===== src/rtl/piezo_sound_arbiter.sv =====
// Shares one piezo pin between horn, ESS alert, reverse beep and turn tick.
// Fixed-priority grant with a minimum play time, a silent gap between owners and a per-source tone.
module piezo_sound_arbiter #(
  parameter int HALF_HORN   = 12500,
  parameter int HALF_ESS    = 8333,
  parameter int HALF_REV    = 25000,
  parameter int HALF_TURN   = 50000,
  parameter int DIV_W       = 16,
  parameter int MIN_HOLD_MS = 50,
  parameter int GAP_MS      = 5
) (
  input  logic       CLK,
  input  logic       global_safe_rst,
  input  logic       tick_ms,
  input  logic       engine_on,
  input  logic       req_horn,
  input  logic       req_ess,
  input  logic       req_reverse,
  input  logic       req_turn,
  output logic [3:0] grant,
  output logic       busy,
  output logic       piezo_out
);

  localparam int HOLD_W = (MIN_HOLD_MS > 0) ? $clog2(MIN_HOLD_MS + 1) : 1;
  localparam int GAP_W  = (GAP_MS > 0) ? $clog2(GAP_MS + 1) : 1;
  localparam logic [HOLD_W-1:0] HOLD_MAX = HOLD_W'(MIN_HOLD_MS);
  localparam logic [GAP_W-1:0]  GAP_MAX  = GAP_W'(GAP_MS);

  // Terminal counts of the half-period divider, one per source
  localparam logic [DIV_W-1:0] TERM_HORN = DIV_W'(HALF_HORN - 1);
  localparam logic [DIV_W-1:0] TERM_ESS  = DIV_W'(HALF_ESS - 1);
  localparam logic [DIV_W-1:0] TERM_REV  = DIV_W'(HALF_REV - 1);
  localparam logic [DIV_W-1:0] TERM_TURN = DIV_W'(HALF_TURN - 1);

  typedef enum logic [1:0] {
    IDLE = 2'd0,
    PLAY = 2'd1,
    GAP  = 2'd2
  } state_t;

  state_t            state, state_d;
  logic [1:0]        owner, owner_d;
  logic [DIV_W-1:0]  div_cnt, div_d, term_sel;
  logic [HOLD_W-1:0] hold_cnt, hold_d;
  logic [GAP_W-1:0]  gap_cnt, gap_d;
  logic              horn_q;
  logic [3:0]        grant_d;
  logic              busy_d, piezo_d;

  logic [3:0] r;
  logic [1:0] winner;
  logic       higher_req, own_req, horn_rise;

  always_comb begin
    r = {req_turn, req_reverse & engine_on, req_ess, req_horn};
    winner = 2'd3;
    if (r[2]) winner = 2'd2;
    if (r[1]) winner = 2'd1;
    if (r[0]) winner = 2'd0;
    own_req   = r[owner];
    horn_rise = req_horn & ~horn_q;
    case (owner)
      2'd0:    begin higher_req = 1'b0;      term_sel = TERM_HORN; end
      2'd1:    begin higher_req = r[0];      term_sel = TERM_ESS;  end
      2'd2:    begin higher_req = |r[1:0];   term_sel = TERM_REV;  end
      default: begin higher_req = |r[2:0];   term_sel = TERM_TURN; end
    endcase
  end

  // Next-state and next-output logic; all outputs are registered below
  always_comb begin
    state_d = state;
    owner_d = owner;
    div_d   = div_cnt;
    hold_d  = hold_cnt;
    gap_d   = gap_cnt;
    grant_d = grant;
    busy_d  = busy;
    piezo_d = piezo_out;
    case (state)
      IDLE: begin
        if (r != 4'b0000) begin
          state_d = PLAY;
          owner_d = winner;
          grant_d = 4'b0001 << winner;
          busy_d  = 1'b1;
          div_d   = '0;
          hold_d  = '0;
          piezo_d = 1'b0;
        end
      end
      PLAY: begin
        if (div_cnt == term_sel) begin
          div_d   = '0;
          piezo_d = ~piezo_out;
        end else begin
          div_d = div_cnt + 1'b1;
        end
        if (tick_ms && (hold_cnt != HOLD_MAX)) hold_d = hold_cnt + 1'b1;
        // Horn preempts at once; everyone else must finish the minimum hold first
        if (((owner != 2'd0) && horn_rise) ||
            ((hold_cnt == HOLD_MAX) && (!own_req || higher_req))) begin
          state_d = GAP;
          grant_d = 4'b0000;
          piezo_d = 1'b0;
          busy_d  = 1'b1;
          div_d   = '0;
          hold_d  = '0;
          gap_d   = '0;
        end
      end
      GAP: begin
        if (gap_cnt == GAP_MAX) begin
          state_d = IDLE;
          gap_d   = '0;
          busy_d  = 1'b0;
        end else if (tick_ms) begin
          gap_d = gap_cnt + 1'b1;
        end
      end
      default: begin
        state_d = IDLE;
        grant_d = 4'b0000;
        busy_d  = 1'b0;
        piezo_d = 1'b0;
      end
    endcase
  end

  always_ff @(posedge CLK or posedge global_safe_rst) begin
    if (global_safe_rst) begin
      state     <= IDLE;
      owner     <= 2'd0;
      div_cnt   <= '0;
      hold_cnt  <= '0;
      gap_cnt   <= '0;
      horn_q    <= 1'b0;
      grant     <= 4'b0000;
      busy      <= 1'b0;
      piezo_out <= 1'b0;
    end else begin
      state     <= state_d;
      owner     <= owner_d;
      div_cnt   <= div_d;
      hold_cnt  <= hold_d;
      gap_cnt   <= gap_d;
      horn_q    <= req_horn;
      grant     <= grant_d;
      busy      <= busy_d;
      piezo_out <= piezo_d;
    end
  end

endmodule


===== config.mk =====
export PLATFORM = sky130hd
export DESIGN_NAME = piezo_sound_arbiter
export DESIGN_NICKNAME = d
export VERILOG_FILES = /design/src/rtl/piezo_sound_arbiter.sv
export SDC_FILE = /design/constraint.sdc
export NUM_CORES = 1
export LEC_CHECK = 0
export CAP_MARGIN = 20
export CORE_MARGIN = 4
export CORE_UTILIZATION = 53
export DETAILED_ROUTE_END_ITERATION = 7
export PLACE_DENSITY = 0.79
export SYNTH_ARGS = -nofsm -noshare
export SYNTH_HDL_FRONTEND = slang
export SYNTH_SLANG_ARGS = --single-unit
export TNS_END_PERCENT = 10

===== constraint.sdc =====
create_clock -name CLK -period 2.4 [get_ports CLK]
set_clock_uncertainty 0.15 [all_clocks]
set_input_delay 0.48 -clock CLK [delete_from_list [all_inputs] [get_ports CLK]]
set_output_delay 0.48 -clock CLK [all_outputs]
set_load 0.02 [all_outputs]

==> impl_metrics.env <==
export IMPL_status="completed"
export IMPL_min_path_cells=1
export IMPL_tightest_slew_ns=0.454
export IMPL_cp_max_fo=12
export IMPL_layout_drive_gt1_share=0.263
export IMPL_slowest_delay_ns=0.49
export IMPL_ys_seq_area_frac=0.413
export IMPL_rsz0062_at_grt="yes"
export IMPL_h_tree_depth=2
export IMPL_placed_area_um2=2610
export IMPL_numCtsBuffers=5
export IMPL_avgSynthCellArea_um2=9.73
export IMPL_coreArea_um2=4000
export IMPL_die_y_um=72.1
export IMPL_die_w_um=72.1
export IMPL_end_kind="flop"
export IMPL_fin_util=0.704
export IMPL_relSlewSlack=0.697
export IMPL_portBuffers=13
export IMPL_initial_core_util=0.545
export IMPL_period_minus_slack_ns=2.36
export IMPL_synthFlopType="dfrtp_1"
export IMPL_maxSlewViolCount=0
export IMPL_startpoint_type="primary input"
export IMPL_gp_congestion=0.859
export IMPL_boundaryPins=14
export IMPL_tns_ns=0
export IMPL_synthToLayoutAreaGrowth_pct=29.2
export IMPL_syn_area_um2=2180
export IMPL_detail_route_wl_per_cell_um=16.2
export IMPL_hold_class="flop to flop"
export IMPL_grt_pass1_wl_mm=8.63
export IMPL_fmax_mhz=423
export IMPL_dr_pass1_iters=4
export IMPL_hpwl_mm=3.77
export IMPL_hold_ws_ns=0.358
export IMPL_dr_first_iter_drc_count=200
export IMPL_rows=23
export IMPL_yosysMostFrequentCell="dfrtp_1"
export IMPL_synthesis_nets=241
export IMPL_path_cells="clkdlybuf4s50_1, buf_4, a2111o_1, buf_4, o21ai_2, buf_4, a31oi_4, buf_12, nor2_1"
export IMPL_synth_largest_area_cell="dfrtp_1"
export IMPL_yosys_warnings=0
export IMPL_ys_async_sr_fraction=1.00
export IMPL_wl_mm=5.33
export IMPL_hold_buffers=0
export IMPL_ys_ff_latch=36
export IMPL_yosys_top_cells_area="dfrtp_1, xnor2_1, ha_1"
export IMPL_cts_root_buffer="clkbuf_8"
export IMPL_max_vdd_ir_drop_mv=0.678
export IMPL_cp_arrival_ns=2.43
export IMPL_crit_type="primary input to flop"
export IMPL_vias=1961
export IMPL_cp_required_ns=2.47
export IMPL_power_mw=2.73
export IMPL_synth_edf_count=0
export IMPL_synth_cell_types=62
export IMPL_grt_usage=0.213
export IMPL_dieArea_um2=5200
export IMPL_drv_cap=0
export IMPL_setup_viol=0
export IMPL_powerDensity_nw_per_um2=970
export IMPL_yosysTopAreaCellShare=0.413
export IMPL_cts_sinks=36
export IMPL_period_share=0.984
export IMPL_ys_top_cells_by_count="dfrtp_1, nor2_1, nand2_1"
export IMPL_clock_latency_ns=0.29
export IMPL_stdcell_area_um2=2820
export IMPL_hold_viol_final=0
export IMPL_n_antenna_cell=0
export IMPL_drcViolationCount=0
export IMPL_nNetsFinal=294
export IMPL_slowest_stage="a2111o_1"
export IMPL_grt_ovfl_total=0
export IMPL_antenna_found_initial=0
export IMPL_tritoncts="built"
export IMPL_viasPerCell=5.98
export IMPL_clock_path_buffers=2
export IMPL_drtAntennaViolNets=0
export IMPL_leakage_nw=1.21
export IMPL_grt_pass1_vias=1935
export IMPL_cp_common_cell="buf_4"
export IMPL_grt_start_max_net_pins=37
export IMPL_synth_cells=224
export IMPL_ff2ff_path_depth=8
export IMPL_path_clk_slew_ns=0.07
routing by layer:
| layer | track usage | wire length [um] |
|---|---|---|
| met3 | 0.0485 | 329 |
| met4 | 0.0960 | 129 |
| met2 | 0.348 | 2570 |
| met1 | 0.270 | 2300 |
| met5 | 0 | 0 |
flip-flops by register name (all words and copies together), names as in the netlist:
register   cells
busy           1
div_cnt       16
gap_cnt        3
grant          4
hold_cnt       6
horn_q         1
owner          2
piezo_out      1
state          2
layout by cell type (no fill, tap or decap), types with 2 or more instances in the layout:
| master | count |
|---|---|
| inv_1 | 12 |
| dfrtp_2 | 2 |
| a22oi_1 | 2 |
| nand2b_1 | 2 |
| nand3_1 | 6 |
| a22o_1 | 3 |
| clkdlybuf4s50_1 | 13 |
| o21ai_1 | 2 |
| buf_4 | 35 |
| xor2_1 | 4 |
| nand2_1 | 17 |
| clkbuf_8 | 6 |
| a21oi_1 | 3 |
| o211ai_1 | 3 |
| and2_1 | 2 |
| dfrtp_1 | 34 |
| nor2b_1 | 4 |
| inv_2 | 2 |
| o21ai_0 | 6 |
| a31oi_4 | 2 |
| o21ai_2 | 2 |
| ha_4 | 2 |
| nor3b_1 | 3 |
| nand4_1 | 4 |
| clkbuf_1 | 2 |
| nor4_1 | 3 |
| ha_1 | 7 |
| o221ai_1 | 2 |
| nor3_1 | 9 |
| a31o_2 | 3 |
| and3_1 | 2 |
| nor2_1 | 26 |
| and4b_1 | 2 |
| xnor2_1 | 12 |
layout make-up:
| cell class | count | area, um^2 |
|---|---|---|
| Clock buffer | 8 | 90.1 |
| Fill cell | 269 | 1180 |
| Inverter | 14 | 52.6 |
| Multi-Input combinational cell | 170 | 1280 |
| Sequential cell | 36 | 903 |
| Tap cell | 50 | 62.6 |
| Timing Repair Buffer | 50 | 424 |
worst max-delay path: cells and delay by family:
kind | cells | cell delay [ns]
and+or+nand+nor | 1 | 0.11
buffers and inverters | 5 | 1.15
AOI/OAI and AO/OA | 3 | 0.68
cells by family (layout without fill, tap and decap cells):
group,Yosys count,in the layout,synth area share
adder cells (fa/ha/maj),9,9,0.0517
buffers and inverters,18,72,0.0385
XOR/XNOR,17,17,0.0683
AND/OR/NAND/NOR,89,89,0.211
multiplexers,3,3,0.0149
flip-flops,36,36,0.413
AO/OA/AOI/OAI,52,52,0.202
repair_timing:
action	in CTS	in global routing
pin swaps	1	9
buffers inserted	0	1
endpoints found under the setup margin	14	20
gates resized for setup	2	17
path summary, 6_finish.rpt:
check	startpoint	endpoint	slack, ns
setup / recovery	req_ess	div_cnt[5]	0.04
hold / removal	grant[1]	grant[1]	0.36
setup reg to reg	owner[0]	piezo_out	0.04
hold reg to reg	grant[1]	grant[1]	0.36
max in group asynchronous	global_safe_rst	owner[1]	1.31
min in group asynchronous	global_safe_rst	div_cnt[4]	0.45
stage by stage:
stage          setup WS, ns  instances
2_1_floorplan        0.0831        224
3_3_place_gp         -0.177        319
3_5_place_dp         -0.251        319
4_1_cts             0.00285        327
5_1_grt             -0.0334        328
6_report             0.0380        328
report_power, final:
part           switching (mW)  internal [mW]  leakage [nW]
registers               0.131          0.716         0.479
clock network           0.209          0.234        0.0455
logic                   0.775          0.666         0.681
total                    1.11           1.62          1.21
Note: power is estimated with default switching activity, not from simulation.
